<file path="src/rtl/ahb2apb_pkg.sv">
// ahb2apb_pkg: shared HSIZE encodings, width helpers and request-entry sizing for the AHB-to-APB bridge.
package ahb2apb_pkg;
    localparam logic [2:0] HSIZE_BYTE = 3'b000;
    localparam logic [2:0] HSIZE_HALF = 3'b001;
    localparam logic [2:0] HSIZE_WORD = 3'b010;
    localparam int DEF_AW = 32;
    localparam int DEF_DW = 32;
    localparam int ENTRY_W = DEF_AW + DEF_DW + 4;

    function automatic int clog2(input int v);
        int r;
        r = 0;
        while ((1 << r) < v) r++;
        return r;
    endfunction

    // address + data + 3-bit HSIZE + HWRITE
    function automatic int entry_w(input int aw, input int dw);
        return aw + dw + 4;
    endfunction
endpackage

</file>
<file path="src/rtl/ahb_req_fifo_ptr.sv">
// ahb_req_fifo_ptr: pointer, level and status-flag control for the request FIFO.
module ahb_req_fifo_ptr
    import ahb2apb_pkg::*;
#(
    parameter int DEPTH = 8,
    parameter int AFULL_LVL = DEPTH - 2,
    parameter int AEMPTY_LVL = 1,
    localparam int LW = clog2(DEPTH) + 1
) (
    input  logic          clk,
    input  logic          rst,
    input  logic          i_flush,
    input  logic          i_write,
    input  logic          i_read,
    output logic          o_we,
    output logic          o_re,
    output logic [LW-2:0] o_widx,
    output logic [LW-2:0] o_ridx,
    output logic [LW-1:0] o_level,
    output logic          o_full,
    output logic          o_empty,
    output logic          o_afull,
    output logic          o_aempty
);
    logic [LW-1:0] w_ptr_q, w_ptr_d, r_ptr_q, r_ptr_d, level_q, level_d;

    always_comb begin
        o_full   = level_q == LW'(DEPTH);
        o_empty  = level_q == '0;
        o_afull  = level_q >= LW'(AFULL_LVL);
        o_aempty = level_q <= LW'(AEMPTY_LVL);
        o_re     = i_read & ~o_empty & ~i_flush;
        // a pop frees the slot the push needs, so full only blocks a lone push
        o_we     = i_write & (~o_full | i_read) & ~i_flush;
        w_ptr_d  = i_flush ? '0 : w_ptr_q + LW'(o_we);
        r_ptr_d  = i_flush ? '0 : r_ptr_q + LW'(o_re);
        level_d  = i_flush ? '0 : level_q + LW'(o_we) - LW'(o_re);
    end

    always_ff @(posedge clk) begin
        if (rst) begin
            w_ptr_q <= '0;
            r_ptr_q <= '0;
            level_q <= '0;
        end else begin
            w_ptr_q <= w_ptr_d;
            r_ptr_q <= r_ptr_d;
            level_q <= level_d;
        end
    end

    assign o_widx  = w_ptr_q[LW-2:0];
    assign o_ridx  = r_ptr_q[LW-2:0];
    assign o_level = level_q;
endmodule

</file>
<file path="src/rtl/ahb_req_fifo.sv">
// ahb_req_fifo: show-ahead AHB request buffer with flush, level, almost flags and sticky error flags.
module ahb_req_fifo
    import ahb2apb_pkg::*;
#(
    parameter int AHB_AW = 32,
    parameter int AHB_DW = 32,
    parameter int FIFO_DEPTH = 8,
    parameter int AFULL_LVL = FIFO_DEPTH - 2,
    parameter int AEMPTY_LVL = 1,
    localparam int LW = clog2(FIFO_DEPTH) + 1
) (
    input  logic              clk,
    input  logic              rst,
    input  logic              i_flush,
    input  logic              i_write,
    input  logic [AHB_AW-1:0] i_haddr,
    input  logic [AHB_DW-1:0] i_hwdata,
    input  logic [2:0]        i_hsize,
    input  logic              i_hwrite,
    input  logic              i_read,
    input  logic              i_clr_err,
    output logic [AHB_AW-1:0] o_haddr,
    output logic [AHB_DW-1:0] o_hwdata,
    output logic [2:0]        o_hsize,
    output logic              o_hwrite,
    output logic              o_fifo_full,
    output logic              o_fifo_empty,
    output logic              o_fifo_afull,
    output logic              o_fifo_aempty,
    output logic [LW-1:0]     o_level,
    output logic              o_overflow,
    output logic              o_underflow
);
    localparam int EW = entry_w(AHB_AW, AHB_DW);

    logic          we, re, ovf_q, ovf_d, unf_q, unf_d;
    logic [LW-2:0] widx, ridx;
    logic [EW-1:0] mem [FIFO_DEPTH];

    ahb_req_fifo_ptr #(
        .DEPTH(FIFO_DEPTH),
        .AFULL_LVL(AFULL_LVL),
        .AEMPTY_LVL(AEMPTY_LVL)
    ) u_ptr (
        .clk(clk),
        .rst(rst),
        .i_flush(i_flush),
        .i_write(i_write),
        .i_read(i_read),
        .o_we(we),
        .o_re(re),
        .o_widx(widx),
        .o_ridx(ridx),
        .o_level(o_level),
        .o_full(o_fifo_full),
        .o_empty(o_fifo_empty),
        .o_afull(o_fifo_afull),
        .o_aempty(o_fifo_aempty)
    );

    // a new error in the same cycle wins over the clear request
    always_comb begin
        ovf_d = (~i_flush & i_write & o_fifo_full & ~i_read) | (ovf_q & ~i_clr_err);
        unf_d = (~i_flush & i_read & o_fifo_empty) | (unf_q & ~i_clr_err);
    end

    always_ff @(posedge clk) begin
        if (rst) begin
            ovf_q <= 1'b0;
            unf_q <= 1'b0;
        end else begin
            ovf_q <= ovf_d;
            unf_q <= unf_d;
        end
    end

    always_ff @(posedge clk) begin
        if (we) mem[widx] <= {i_hwrite, i_hsize, i_hwdata, i_haddr};
    end

    assign {o_hwrite, o_hsize, o_hwdata, o_haddr} = mem[ridx];
    assign o_overflow  = ovf_q;
    assign o_underflow = unf_q;
endmodule

</file>
<file path="config.mk">
export PLATFORM = sky130hd
export DESIGN_NAME = ahb_req_fifo
export DESIGN_NICKNAME = d
export VERILOG_FILES = /design/src/rtl/ahb2apb_pkg.sv /design/src/rtl/ahb_req_fifo_ptr.sv /design/src/rtl/ahb_req_fifo.sv
export SDC_FILE = /design/constraint.sdc
export NUM_CORES = 1
export LEC_CHECK = 0
export ABC_AREA = 1
export ABC_CLOCK_PERIOD_IN_PS = 16800
export CAP_MARGIN = 20
export CELL_PAD_IN_SITES_DETAIL_PLACEMENT = 0
export CELL_PAD_IN_SITES_GLOBAL_PLACEMENT = 1
export CORE_ASPECT_RATIO = 0.9
export CORE_MARGIN = 2
export CORE_UTILIZATION = 35
export CTS_CLUSTER_SIZE = 12
export DETAILED_ROUTE_END_ITERATION = 10
export HOLD_SLACK_MARGIN = 0.06
export MAX_ROUTING_LAYER = met4
export PLACE_DENSITY = 0.66
export SYNTH_ARGS = -nofsm -noshare
export SYNTH_HDL_FRONTEND = slang
export SYNTH_SLANG_ARGS = --single-unit
</file>
<file path="constraint.sdc">
create_clock -name clk -period 16.8 [get_ports clk]
set_input_delay 1.68 -clock clk [delete_from_list [all_inputs] [get_ports clk]]
set_output_delay 1.68 -clock clk [all_outputs]
set_load 0.005 [all_outputs]
</file>
Yosys cells after proc, flatten, opt, wreduce, memory -nomap -nowiden. Memories as Yosys holds them, arrays and structs flattened. A register that Yosys moved wholly into a read port is not among the register bits. Index checks and enable logic that the tools add are counted.

Memories kept: 1. Output and inout bits: 78. Register bits after elaboration: 14. RAM bits: 544.

Memories: mem (words 8, width 68, read ports 1, clocked after Yosys merged registers in 1, wr ports 1, RTL line ahb_req_fifo.sv:38) `logic [EW-1:0] mem [FIFO_DEPTH];`.

Bitwise operators: 19. Order comparisons: 2. Eq/ne operators: 1. Multiplexer cells: 3. Reductions and logical operators: 2. Add/subtract/negate cells: 4.

Operators with widths (number): 4-bit by 1-bit adder with 4-bit output (3); 1-bit bitwise AND (11); 1-bit inverter (5); 4-bit == test (second input constant) (1); 4-bit by 3-bit >= comparator with 1-bit output (second input constant) (1); 4-bit by 1-bit less-or-equal comparator with 1-bit output (second input constant) (1); 4-bit logical NOT (1); 4-bit by 1-bit subtractor with 4-bit output (1); 3-bit 2-to-1 mux (1); 1-bit bitwise OR (3); 1-bit 2-to-1 mux (2); 2-bit OR reduction (1).

Logic depth before layout (Yosys ltp).
Word-level depth: 7. Depth in mapped cells: 13. Depth with buffers taken out: 13.

Modules after synthesis. Synthesis repeated with hierarchy kept, for this count alone.

Cells, all modules: 2454. Area total of the unflattened synthesis: 24348.4 um2.

By module, submodules not included: ahb_req_fifo (cells an instance 2378, times used 1, area an instance 23731.5 um2); ahb_req_fifo_ptr (cells an instance 76, times used 1, area an instance 616.8 um2).

Worst setup path before layout. No wires, ideal clock.

Path kind: input -> register. Start: input i_write. End: memory mem[6][0] (netlist bit) (enable). Path slack: 9.581 ns. Stages on the path: 4. Buffers on the path: 0. Required time: 16.222 ns. Data arrival time: 6.641 ns. Path through: inv_1 -> nor2_1 -> nand2_1 -> nor3_1.

Word-level cells in the longest chain between the ends: 4.

Ends and longest elaborated chain: start, declared (RTL line ahb_req_fifo.sv:15) `input logic i_write,`; 1-bit bitwise AND (2 in a row) (RTL line ahb_req_fifo_ptr.sv:34) `o_we = i_write & (~o_full | i_read) & ~i_flush;`; 1-bit 2-to-1 mux (RTL line ahb_req_fifo.sv:78) `if (we) mem[widx] <= {i_hwrite, i_hsize, i_hwdata, i_haddr};`; 1-bit 2-to-1 mux (implied by the code) (RTL line ahb_req_fifo.sv:78); end, declared (RTL line ahb_req_fifo.sv:38).

Every way passes these cells.

==> run summary <==
========================================================================================================
Crit path launch type                                                                               flop
Overall power                                                                                   2.952 mW
Total global routing track utilization                                                            0.1684
Cell leakage power                                                                              12.64 nW
Synth Area in Adders                                                                            0.006997
# hold bufs at CTS                                                                                     0
Clock tree from TritonCTS                                                                            yes
Clock tree root buffer cell                                                                 sky130_fd_sc_hd__clkbuf_16
Buffers inserted during post-CTS setup optimization                                                    0
Post-synthesis cell type with the largest combined area                                     sky130_fd_sc_hd__edfxtp_1
CP peak stage delay                                                                              0.86 ns
Worst endpoint data arrival time                                                                 3.76 ns
Deepest clock path buffer count                                                                        3
Mean cell area of the mapped netlist                                                           9.922 µm²
Setup Crit Path Kind                                                                        flop to output port
Fraction of synthesized area in multiplexers                                                           0
Worst Max-Slew Pin Slew                                                                         1.484 ns
Commonest cells in the netlist                                                              sky130_fd_sc_hd__nand2_1, sky130_fd_sc_hd__inv_1, sky130_fd_sc_hd__edfxtp_1, sky130_fd_sc_hd__nand3_1, sky130_fd_sc_hd__buf_2
Family with the most delay on the worst path                                                buffers and inverters
Drt initial violations                                                                              1051
Final core utilization                                                                            0.4176
Max-slew violations                                                                                    0
Cell area after placement                                                                      26740 µm²
Maximum fanout along the worst path                                                                   68
Remaining global-route overflow                                                                        0
Vias                                                                                               15718
IO Pins                                                                                              152
Post-synthesis xor/xnor area fraction                                                           0.001080
Final critical-path required period                                                             5.439 ns
Number of flip-flops and latches in the synthesized netlist                                          556
Number of iterations in the first detailed-routing pass                                                8
Max Clock Skew                                                                                0.01152 ns
Count of mapped cells out of synthesis                                                              2451
Number of antenna violations at the first check in global routing                                      1
Max-slew headroom                                                                                0.01058
Yosys Warn Count                                                                                       0
Dominant register cell in the synthesized netlist                                           sky130_fd_sc_hd__edfxtp_1
Worst min-delay path class                                                                  flop to flop
FP Rows                                                                                               91
DRC violation count after routing                                                                      0
Core ar.                                                                                       68660 µm²
Drt wl/cell                                                                                     16.28 µm
Area of the die                                                                                71610 µm²
Final number of hold-violating endpoints                                                               0
Number of H-tree levels                                                                                2
# Max-Cap Violations                                                                                   0
Non-Filler Instances                                                                                3564
Weighted congestion reported at the end of routability-driven placement                           0.7508
Dpl hpwl                                                                                        30290 µm
Unrepaired setup endpoints after global routing                                                       no
Complex-gate fraction of the synthesized area                                                   0.001132
Post-synthesis cell area                                                                       24320 µm²
IO Port Bufs                                                                                         151
Async set or reset register ratio after synthesis                                                      0
Crit share post-route                                                                             0.3238
Largest net degree at the start of global routing                                                    227
Layout Cell Area excl Fill                                                                     28670 µm²
Final nets                                                                                          2673
Dominant combinational cell family by area after synthesis                                  simple AND/OR/NAND/NOR gates
Cell-by-cell trace of the critical path                                                     buf_4 > buf_4 > nand3_1 > nand2_1 > nand2_1 > nand2_1 > clkdlybuf4s50_1
Slowest cell on the critical path                                                           sky130_fd_sc_hd__buf_4
Cells taking the most area after synthesis                                                  sky130_fd_sc_hd__edfxtp_1, sky130_fd_sc_hd__nand2_1, sky130_fd_sc_hd__inv_1, sky130_fd_sc_hd__nand3_1, sky130_fd_sc_hd__buf_2
# placed instances                                                                                  3453
Gates resized, CTS repair                                                                              0
Run status                                                                                  complete, no violations
Via density per instance                                                                           4.410
DRT antenna net count                                                                                  0
Highest ir drop seen on vdd                                                                   0.07069 mV
Number of endpoints failing setup at the final stage                                                   0
Vias in the first global route                                                                     15423
EDFF count, synth                                                                                    544
First-pass GRT wire length                                                                      89500 µm
Area used by multi-input combinational logic                                                    5124 µm²
Post-Route Setup TNS                                                                                0 ns
Simple-Gate Fraction of Synth Area                                                                0.1998
Vertical die dimension                                                                          254.1 µm
Total Routed Length                                                                             58010 µm
Layout cell share with drive strength beyond 1                                                   0.04558
Total CTS buffers                                                                                     61
Distinct cell type count after synthesis                                                              21
Library cell appearing most often on the critical path                                      sky130_fd_sc_hd__nand2_1
Data required time at the worst endpoint                                                        15.12 ns
Pwr dens                                                                                    103.0 nW/µm²
P&R area growth vs syn                                                                            17.90%
Sequential standard cell area                                                                  16590 µm²
Fmax achieved                                                                                 0.1838 GHz
Filler Cells Inserted                                                                               6546
Proportion of netlist area held by the largest area contributor                                   0.6717
Post-CTS clock slew at the launch and capture registers of the worst setup and hold paths        0.06 ns
Die X                                                                                           281.9 µm
Critical path capture point type                                                             output port
Clock latency of the later-clocked register in the worst-skew pair                               0.62 ns
Worst Path Buf+Inv                                                                                     3
Most numerous cell in the Yosys netlist                                                     sky130_fd_sc_hd__nand2_1
Number of clock sinks                                                                                556
Synthesized Nets                                                                                    2538
Starting utilization of the core area                                                             0.3542
Portion of the post-synthesis area used by sequential elements                                    0.6816
========================================================================================================
[sequential cells by signal (all words and copies together) (netlist names)]
register,count
o_overflow,1
o_underflow,1
u_ptr.w_ptr_q,3
u_ptr.r_ptr_q,3
u_ptr.o_level,4
mem,544
[worst paths after layout]
| check | from | to | slack (ns) | cells after the start |
|---|---|---|---|---|
| hold / removal | o_underflow | o_underflow | 0.47 | 2 |
| hold reg to reg | o_underflow | o_underflow | 0.47 | 2 |
| setup / recovery | u_ptr.r_ptr_q[1] | o_haddr[6] | 11.36 | 7 |
| setup reg to reg | u_ptr.o_level[2] | mem[0][18] | 13.61 | 7 |
[where the power goes]
part / leakage [nW] / switching, mW / internal [mW] / total, mW
sequential: 5.01 / 0.00361 / 1.53 / 1.54
clock: 0.946 / 0.530 / 0.771 / 1.30
combinational: 6.68 / 0.0649 / 0.0490 / 0.114
total: 12.6 / 0.599 / 2.35 / 2.95
[layout by cell type, fill, tap and decap left out, types with 4 or more instances in the layout]
cell type and n:
sky130_fd_sc_hd__clkdlybuf4s50_1 151, sky130_fd_sc_hd__nand3_1 274, sky130_fd_sc_hd__nor3_2 8, sky130_fd_sc_hd__clkbuf_16 63
sky130_fd_sc_hd__nor2_1 17, sky130_fd_sc_hd__bufinv_16 6, sky130_fd_sc_hd__inv_1 567, sky130_fd_sc_hd__clkinv_2 9
sky130_fd_sc_hd__a21oi_1 4, sky130_fd_sc_hd__edfxtp_1 544, sky130_fd_sc_hd__buf_4 24, sky130_fd_sc_hd__nand2_1 897
sky130_fd_sc_hd__dfxtp_1 9, sky130_fd_sc_hd__ha_1 12, sky130_fd_sc_hd__clkbuf_1 15, sky130_fd_sc_hd__clkinv_1 16
[per-layer routing]
metal / track usage / up-vias / wire length [µm]
li1: - / 7874 / -
met2: 0.2767 / 273 / 27530
met5: - / - / 0
met1: 0.2220 / 7499 / 27030
met3: 0.02216 / 72 / 2437
met4: 0.04027 / 0 / 1020
[kinds of logic after synthesis]
| family | after synthesis |
|---|---|
| AO/OA/AOI/OAI | 5 |
| AND/OR/NAND/NOR | 1199 |
| adder cells (fa/ha/maj) | 13 |
| buffers and inverters | 675 |
| XOR/XNOR | 3 |
| flip-flops | 556 |
[through the flow]
stage / hold slack (ns) / setup WS [ns]
6_report: 0.4677 / 11.36
5_1_grt: 0.5005 / 11.03
4_1_cts: 0.4717 / 11.26
3_5_place_dp: 0.4623 / 11.94
3_3_place_gp: 0.4616 / 11.94
2_1_floorplan: 0.4536 / 9.581
[area by class of cell]
cell class	instances	area share
Clock buffer	78	0.05694
Multi-Input combinational cell	1220	0.1787
Clock inverter	32	0.01043
Antenna cell	1	0.00008727
Tap cell	930	0.04058
Inverter	571	0.07510
Sequential cell	556	0.5785
Timing Repair Buffer	176	0.05969
[worst min-delay path: stages (launching register included)]
cell	delay [ns]
sky130_fd_sc_hd__dfxtp_1	0.30
sky130_fd_sc_hd__nand2_1	0.06
sky130_fd_sc_hd__a21oi_1	0.06
(Power assumes the default switching activity.)
